[src/rtl/eth_f_pkt_client_pkg.sv]
// ============================================================================
// Module      : eth_f_pkt_client_pkg
// Description : Shared types and constants for the 25G packet client
//               generator and checker.
// Revision    : 1.0 - initial release
// ============================================================================
`default_nettype none

package eth_f_pkt_client_pkg;

    typedef enum logic [2:0] {
        ST_IDLE    = 3'd0,
        ST_HDR0    = 3'd1,
        ST_HDR1    = 3'd2,
        ST_PAYLOAD = 3'd3,
        ST_IPG     = 3'd4
    } pkt_gen_state_t;

    localparam logic [63:0] PAYLOAD_SEED = 64'h11223344_10203040;
    localparam logic [15:0] SEQ_OFFSET   = 16'h002A;
    localparam logic [15:0] PKT_ETYPE    = 16'h88B5;

    // Byte 0 lives in [63:56], so unused bytes are cleared from the bottom up.
    function automatic logic [63:0] empty_to_mask(input logic [3:0] empty);
        empty_to_mask = {64{1'b1}} << {empty, 3'b000};
    endfunction

endpackage

`default_nettype wire

[src/rtl/eth_f_packet_client_data_gen_25g.sv]
// ============================================================================
// Module      : eth_f_packet_client_data_gen_25g
// Description : 64-bit Avalon-ST packet generator (header + incrementing
//               payload) feeding the 25G MAC, one-shot or continuous mode.
// Revision    : 1.0 - initial release
// ============================================================================
`default_nettype none

module eth_f_packet_client_data_gen_25g
    import eth_f_pkt_client_pkg::*;
#(
    parameter int DATA_BCNT = 8,
    parameter int MAX_LEN   = 9600,
    parameter int MIN_LEN   = 64
) (
    input  logic        i_clk,
    input  logic        i_reset,
    input  logic        i_cfg_pkt_gen_tx_en,
    input  logic        i_cfg_pkt_gen_cont_mode,
    input  logic [31:0] i_cfg_pkt_num,
    input  logic [13:0] i_cfg_pkt_len,
    input  logic [7:0]  i_cfg_ipg,
    input  logic [31:0] i_cfg_hdr_tag,
    input  logic        i_tx_ready,
    output logic        o_tx_valid,
    output logic        o_tx_sop,
    output logic        o_tx_eop,
    output logic [3:0]  o_tx_empty,
    output logic [63:0] o_tx_data,
    output logic [31:0] o_pkt_cnt,
    output logic        o_done
);

    localparam logic [13:0] c_min_len = 14'(MIN_LEN);
    localparam logic [13:0] c_max_len = 14'(MAX_LEN);
    localparam logic [13:0] c_bcnt    = 14'(DATA_BCNT);

    pkt_gen_state_t r_state;
    pkt_gen_state_t w_state_next;

    logic        r_tx_en_d;
    logic [31:0] r_pkt_cnt;
    logic        r_done;
    logic [63:0] r_payload;
    logic [13:0] r_len_c;
    logic [13:0] r_beats;
    logic [13:0] r_beat_cnt;
    logic [3:0]  r_empty;
    logic [7:0]  r_ipg_cnt;

    logic        w_valid;
    logic        w_en_rise;
    logic        w_accept;
    logic        w_last_beat;
    logic        w_eop_accept;
    logic [31:0] w_cnt_next;
    logic        w_more;
    logic        w_decide;
    logic        w_start;
    logic        w_set_done;
    logic [13:0] w_len_c;
    logic [13:0] w_beats;
    logic [3:0]  w_empty;

    assign w_len_c = (i_cfg_pkt_len < c_min_len) ? c_min_len :
                     (i_cfg_pkt_len > c_max_len) ? c_max_len : i_cfg_pkt_len;
    assign w_beats = (w_len_c + (c_bcnt - 14'd1)) / c_bcnt;
    assign w_empty = 4'((c_bcnt - (w_len_c % c_bcnt)) % c_bcnt);

    assign w_valid      = (r_state == ST_HDR0) || (r_state == ST_HDR1) || (r_state == ST_PAYLOAD);
    assign w_en_rise    = i_cfg_pkt_gen_tx_en & ~r_tx_en_d;
    assign w_accept     = w_valid & i_tx_ready;
    assign w_last_beat  = (r_state == ST_PAYLOAD) && (r_beat_cnt == r_beats - 14'd1);
    assign w_eop_accept = w_accept & w_last_beat;

    // Count as it will be after this edge; every start/stop decision uses it.
    assign w_cnt_next = (w_en_rise ? 32'd0 : r_pkt_cnt) + {31'd0, w_eop_accept};
    assign w_more     = i_cfg_pkt_gen_tx_en &
                        (i_cfg_pkt_gen_cont_mode | (w_cnt_next < i_cfg_pkt_num));
    assign w_start    = w_decide & w_more;
    assign w_set_done = w_decide & ~i_cfg_pkt_gen_cont_mode & ~(w_cnt_next < i_cfg_pkt_num);

    always_ff @(posedge i_clk) begin
        if (i_reset) begin
            r_state <= ST_IDLE;
        end else begin
            r_state <= w_state_next;
        end
    end

    always_comb begin
        w_state_next = r_state;
        w_decide     = 1'b0;
        o_tx_sop     = 1'b0;
        o_tx_eop     = 1'b0;
        o_tx_empty   = 4'd0;
        o_tx_data    = 64'd0;
        case (r_state)
            ST_IDLE: begin
                w_decide = i_cfg_pkt_gen_tx_en;
            end
            ST_HDR0: begin
                o_tx_sop  = 1'b1;
                o_tx_data = {i_cfg_hdr_tag, r_pkt_cnt[15:0] + SEQ_OFFSET, PKT_ETYPE};
                if (i_tx_ready) begin
                    w_state_next = ST_HDR1;
                end
            end
            ST_HDR1: begin
                o_tx_data = {16'h0, {2'b00, r_len_c}, r_pkt_cnt};
                if (i_tx_ready) begin
                    w_state_next = ST_PAYLOAD;
                end
            end
            ST_PAYLOAD: begin
                o_tx_data = r_payload;
                if (w_last_beat) begin
                    o_tx_eop   = 1'b1;
                    o_tx_empty = r_empty;
                    o_tx_data  = r_payload & empty_to_mask(r_empty);
                    if (i_tx_ready) begin
                        if (i_cfg_ipg != 8'd0) begin
                            w_state_next = ST_IPG;
                        end else begin
                            w_decide = 1'b1;
                        end
                    end
                end
            end
            ST_IPG: begin
                w_decide = (r_ipg_cnt == 8'd0);
            end
            default: begin
                w_state_next = ST_IDLE;
            end
        endcase
        if (w_decide) begin
            w_state_next = w_more ? ST_HDR0 : ST_IDLE;
        end
    end

    always_ff @(posedge i_clk) begin
        if (i_reset) begin
            r_tx_en_d  <= 1'b0;
            r_pkt_cnt  <= 32'd0;
            r_done     <= 1'b0;
            r_payload  <= PAYLOAD_SEED;
            r_len_c    <= 14'd0;
            r_beats    <= 14'd0;
            r_beat_cnt <= 14'd0;
            r_empty    <= 4'd0;
            r_ipg_cnt  <= 8'd0;
        end else begin
            r_tx_en_d <= i_cfg_pkt_gen_tx_en;
            r_pkt_cnt <= w_cnt_next;

            if (i_cfg_pkt_gen_cont_mode) begin
                r_done <= 1'b0;
            end else if (w_set_done) begin
                r_done <= 1'b1;
            end else if (w_en_rise) begin
                r_done <= 1'b0;
            end

            // Length is frozen at packet start so mid-packet config edits are ignored.
            if (w_start) begin
                r_len_c <= w_len_c;
                r_beats <= w_beats;
                r_empty <= w_empty;
            end

            if (w_accept && (r_state == ST_HDR1)) begin
                r_beat_cnt <= 14'd2;
            end else if (w_accept && (r_state == ST_PAYLOAD)) begin
                r_beat_cnt <= r_beat_cnt + 14'd1;
            end

            if (w_accept && (r_state == ST_PAYLOAD)) begin
                r_payload <= r_payload + 64'd1;
            end

            if (w_eop_accept) begin
                r_ipg_cnt <= i_cfg_ipg - 8'd1;
            end else if ((r_state == ST_IPG) && (r_ipg_cnt != 8'd0)) begin
                r_ipg_cnt <= r_ipg_cnt - 8'd1;
            end
        end
    end

    assign o_tx_valid = w_valid;
    assign o_pkt_cnt  = r_pkt_cnt;
    assign o_done     = r_done;

endmodule

`default_nettype wire

[config.mk]
export PLATFORM = sky130hd
export DESIGN_NAME = eth_f_packet_client_data_gen_25g
export DESIGN_NICKNAME = d
export VERILOG_FILES = /design/src/rtl/eth_f_pkt_client_pkg.sv /design/src/rtl/eth_f_packet_client_data_gen_25g.sv
export SDC_FILE = /design/constraint.sdc
export NUM_CORES = 1
export LEC_CHECK = 0
export BUFFER_PORTS_ARGS = -buffer_cell sky130_fd_sc_hd__clkbuf_2
export CORE_MARGIN = 4
export CORE_UTILIZATION = 56
export CTS_BUF_LIST = sky130_fd_sc_hd__clkbuf_16
export CTS_CLUSTER_DIAMETER = 100
export CTS_CLUSTER_SIZE = 40
export DETAILED_ROUTE_END_ITERATION = 16
export GPL_ROUTABILITY_DRIVEN = 0
export HOLD_SLACK_MARGIN = 0.12
export PLACE_DENSITY_LB_ADDON = 0.1
export SYNTH_ARGS = -nofsm -noshare
export SYNTH_HDL_FRONTEND = slang
export SYNTH_SLANG_ARGS = --single-unit
[constraint.sdc]
create_clock -name i_clk -period 9.11 [get_ports i_clk]
set_clock_uncertainty 0.2 [all_clocks]
set_input_delay 0.4555 -clock i_clk [delete_from_list [all_inputs] [get_ports i_clk]]
set_output_delay 0.4555 -clock i_clk [all_outputs]
set_load 0.01 [all_outputs]
==> results.yml <==
status:
  outcome: "complete, no violations"
worst_setup_path:
  crit_buf_inv: 4
  cpMaxStageDelayCell: "or4_1"
  criticalPathCategory: "register to register"
  cpPeakStageDelay_ns: 0.67
  crit_family: "simple AND/OR/NAND/NOR gates"
  cp.required_ns: 9.25
  worstPathArrival_ns: 8.14
  crit_path_end_kind: "register"
  cp_max_fo: 50
  critPathLaunchType: "register"
power_and_ir_drop:
  p_sw_share_pct: 28.5
  seq_power_share_pct: 39.2
  total_power_mw: 1.74
  vdd_drop_max_v: 0.000147
  p_clk_share_pct: 43.3
  internal-power_mw: 1.25
  comb_power_share_pct: 17.5
  p_leak_nw: 4.85
  power.switching_mw: 0.498
  power_density_nw_per_um2: 157
synth:
  netlist_area_um2: 9380
  synth_cell_types: 62
  synth-edff-count: 0
  ys_warn_count: 0
  synth_cells: 1207
  avgSynthCellArea_um2: 7.77
  synthArstFlopShare_pct: 0
  syn_nets: 1338
  ys_seq_elements: 150
  synth_ff_type: "dfxtp_1"
  ys_seq_area_share_pct: 32.0
placed_design:
  dp_hpwl_mm: 19.4
  placed_cells: 1569
  io_buffers: 193
routing:
  totalWireLength_mm: 26.2
  via_count: 9207
  dr.pass1.iters: 6
  drc: 0
  drt_iter0_drc: 720
  antenna_left: 0
  vias_per_cell: 5.75
  wire_per_inst_um: 16.4
final_layout:
  syn_to_final_growth_pct: 18.4
  diodes: 0
  final_nets: 1500
  finalNonFillerCells: 1602
  layout-drive-gt1-share_pct: 18.3
  fillers: 1466
cts:
  clk_path_buf_depth: 2
  cts_root_buf: "clkbuf_16"
  cts.sinks: 150
  htreeDepth: 4
  cts_tree: "done"
  post-cts-setup-buffers: 0
  post_cts_resized: 0
  clk_latency_ns: 0.43
  cts_buffers: 17
  hold_buffers: 1
  clkSlewWorstSetupHoldPaths_ns: 0.06
grt:
  grt_antenna_before_repair: 0
  grt_overflow_total: 0
  grt_max_degree: 61
  grt_util_all_layers_pct: 27.6
  grt_pass1_wl_mm: 41.9
  grt_pass1_vias: 8447
sta:
  slew_violations: 0
  rsz0062_at_grt: "no"
  hold_slack_ns: 0.186
  setup_viol: 0
  period_needed_ns: 8.00
  hold_violations: 0
  clock.fmax_mhz: 125
  tightest_slew_ns: 1.11
  finalCritPeriodShare_pct: 87.8
  finalSetupTns_ns: 0
  max_slew_margin_pct: 25.4
floorplanning:
  initial_core_util_pct: 56.8
  die_y_um: 137
  io_pins: 195
  die_x_um: 137
  placement_rows: 47
  dieArea_um2: 18900
  coreArea_um2: 16500
job:
  max-cap-violations: 0
hold_path:
  hold_path_class: "input pin to register"
==> metal layers <==
layer	wire [µm]	vias up	GRT usage [%]
met5	0	-	0
met4	454	0	7.48
met3	1970	35	6.72
met2	12200	322	44.4
met1	11500	4299	37.2
li1	-	4551	-
==> path summary, 6_finish.rpt <==
check	from	endpoint	slack, ns	depth (start not counted)
worst min-delay path	i_cfg_ipg[6]	r_ipg_cnt[6]$_SDFFE_PP0P_	0.19	4
worst min register to register	r_len_c[10]$_SDFFE_PP0P_	r_len_c[10]$_SDFFE_PP0P_	0.27	2
worst max register to register	r_beats[2]$_SDFFE_PP0P_	r_beats[0]$_SDFFE_PP0P_	1.11	26
worst max-delay path	r_beats[2]$_SDFFE_PP0P_	r_beats[0]$_SDFFE_PP0P_	1.11	26
==> state kept, by name, indices dropped and copies added, names as in the netlist <==
name        cells
o_done          1
o_pkt_cnt      32
r_beat_cnt     14
r_beats        11
r_empty         2
r_ipg_cnt       8
r_len_c        14
r_payload      64
r_state         3
r_tx_en_d       1
==> through the flow <==
stage | utilization, % | area, µm² | worst slack (ns)
2_1_floorplan | - | 9380 | 2.17
3_3_place_gp | 63.4 | 10500 | 1.37
3_5_place_dp | 63.4 | 10500 | 1.24
4_1_cts | 67.2 | 11100 | 1.23
5_1_grt | 67.2 | 11100 | 0.519
6_report | 67.2 | 11100 | 1.11
==> synth_stat cells (all sizes together), types with 3 or more instances <==
cell type | instances | area (µm²)
nor3 | 53 | 270
nor2 | 136 | 510
nor3b | 8 | 60.1
nor4 | 10 | 68.8
nand2b | 8 | 50.1
mux2i | 6 | 60.1
or2 | 16 | 100
nand2 | 122 | 458
a222oi | 23 | 230
nor2b | 15 | 93.8
or3 | 29 | 181
xor2 | 82 | 718
buf | 8 | 50.0
nand3 | 43 | 215
dfxtp | 150 | 3000
or4 | 9 | 71.3
o21ai | 28 | 140
and4 | 5 | 43.8
a31oi | 7 | 43.8
xnor2 | 54 | 473
nand4 | 32 | 200
inv | 78 | 293
a21o | 11 | 82.6
a22o | 26 | 228
clkbuf | 53 | 199
a211oi | 9 | 67.6
or3b | 3 | 26.3
and2 | 16 | 100
and3 | 21 | 131
o21a | 3 | 22.5
ha | 40 | 500
a21oi | 61 | 305
a221o | 14 | 140
==> power by group through the flow <==
stage / clock network [mW] / registers (mW) / logic [mW]
global placement: 0 / 0.697 / 0.298
finish: 0.756 / 0.683 / 0.305
detailed placement: 0 / 0.697 / 0.302
floorplan: 0 / 0.690 / 0.203
CTS: 0.764 / 0.683 / 0.304
global route: 0.792 / 0.685 / 0.336
==> cell usage in the layout, fill, tap and decap left out, types with 16 or more instances in the layout <==
cell	synthesis	final
and3_1	21	21
nand4_1	32	32
a222oi_1	23	23
a21oi_1	61	61
inv_1	78	79
ha_1	40	40
xnor2_1	54	54
xor2_1	82	82
clkbuf_2	0	192
nor3_1	52	52
o21ai_0	27	27
and2_1	16	16
nand3_1	43	43
nor2_1	136	136
a22o_1	26	26
dfxtp_1	150	150
nand2_1	122	122
or3_1	29	29
clkbuf_16	0	17
==> tightest hold or removal path, stage by stage <==
cell      delay (ns)
clkbuf_2        0.10
xor2_1          0.06
nor2_1          0.08
a211oi_1        0.06
==> area by class of cell <==
cell class / instances / area (µm²) / share of cell area, %
Clock inverter: 15 / 203 / 1.82
Sequential cell: 150 / 3000 / 27.0
Inverter: 78 / 293 / 2.64
Timing Repair Buffer: 204 / 1050 / 9.49
Multi-Input combinational cell: 918 / 5850 / 52.7
Tap cell: 220 / 275 / 2.48
Clock buffer: 17 / 425 / 3.83
==> cell families after synthesis <==
| logic type | count (synthesis) | share of synthesized area, % |
|---|---|---|
| other cells | 1 | 0.0400 |
| xor+xnor | 136 | 12.7 |
| simple gates | 531 | 28.0 |
| compound gates | 204 | 15.5 |
| buf+inv | 139 | 5.77 |
| flops | 150 | 32.0 |
| mux | 6 | 0.640 |
| fa+ha+maj | 40 | 5.33 |
Note: power is estimated with default switching activity, not from simulation.
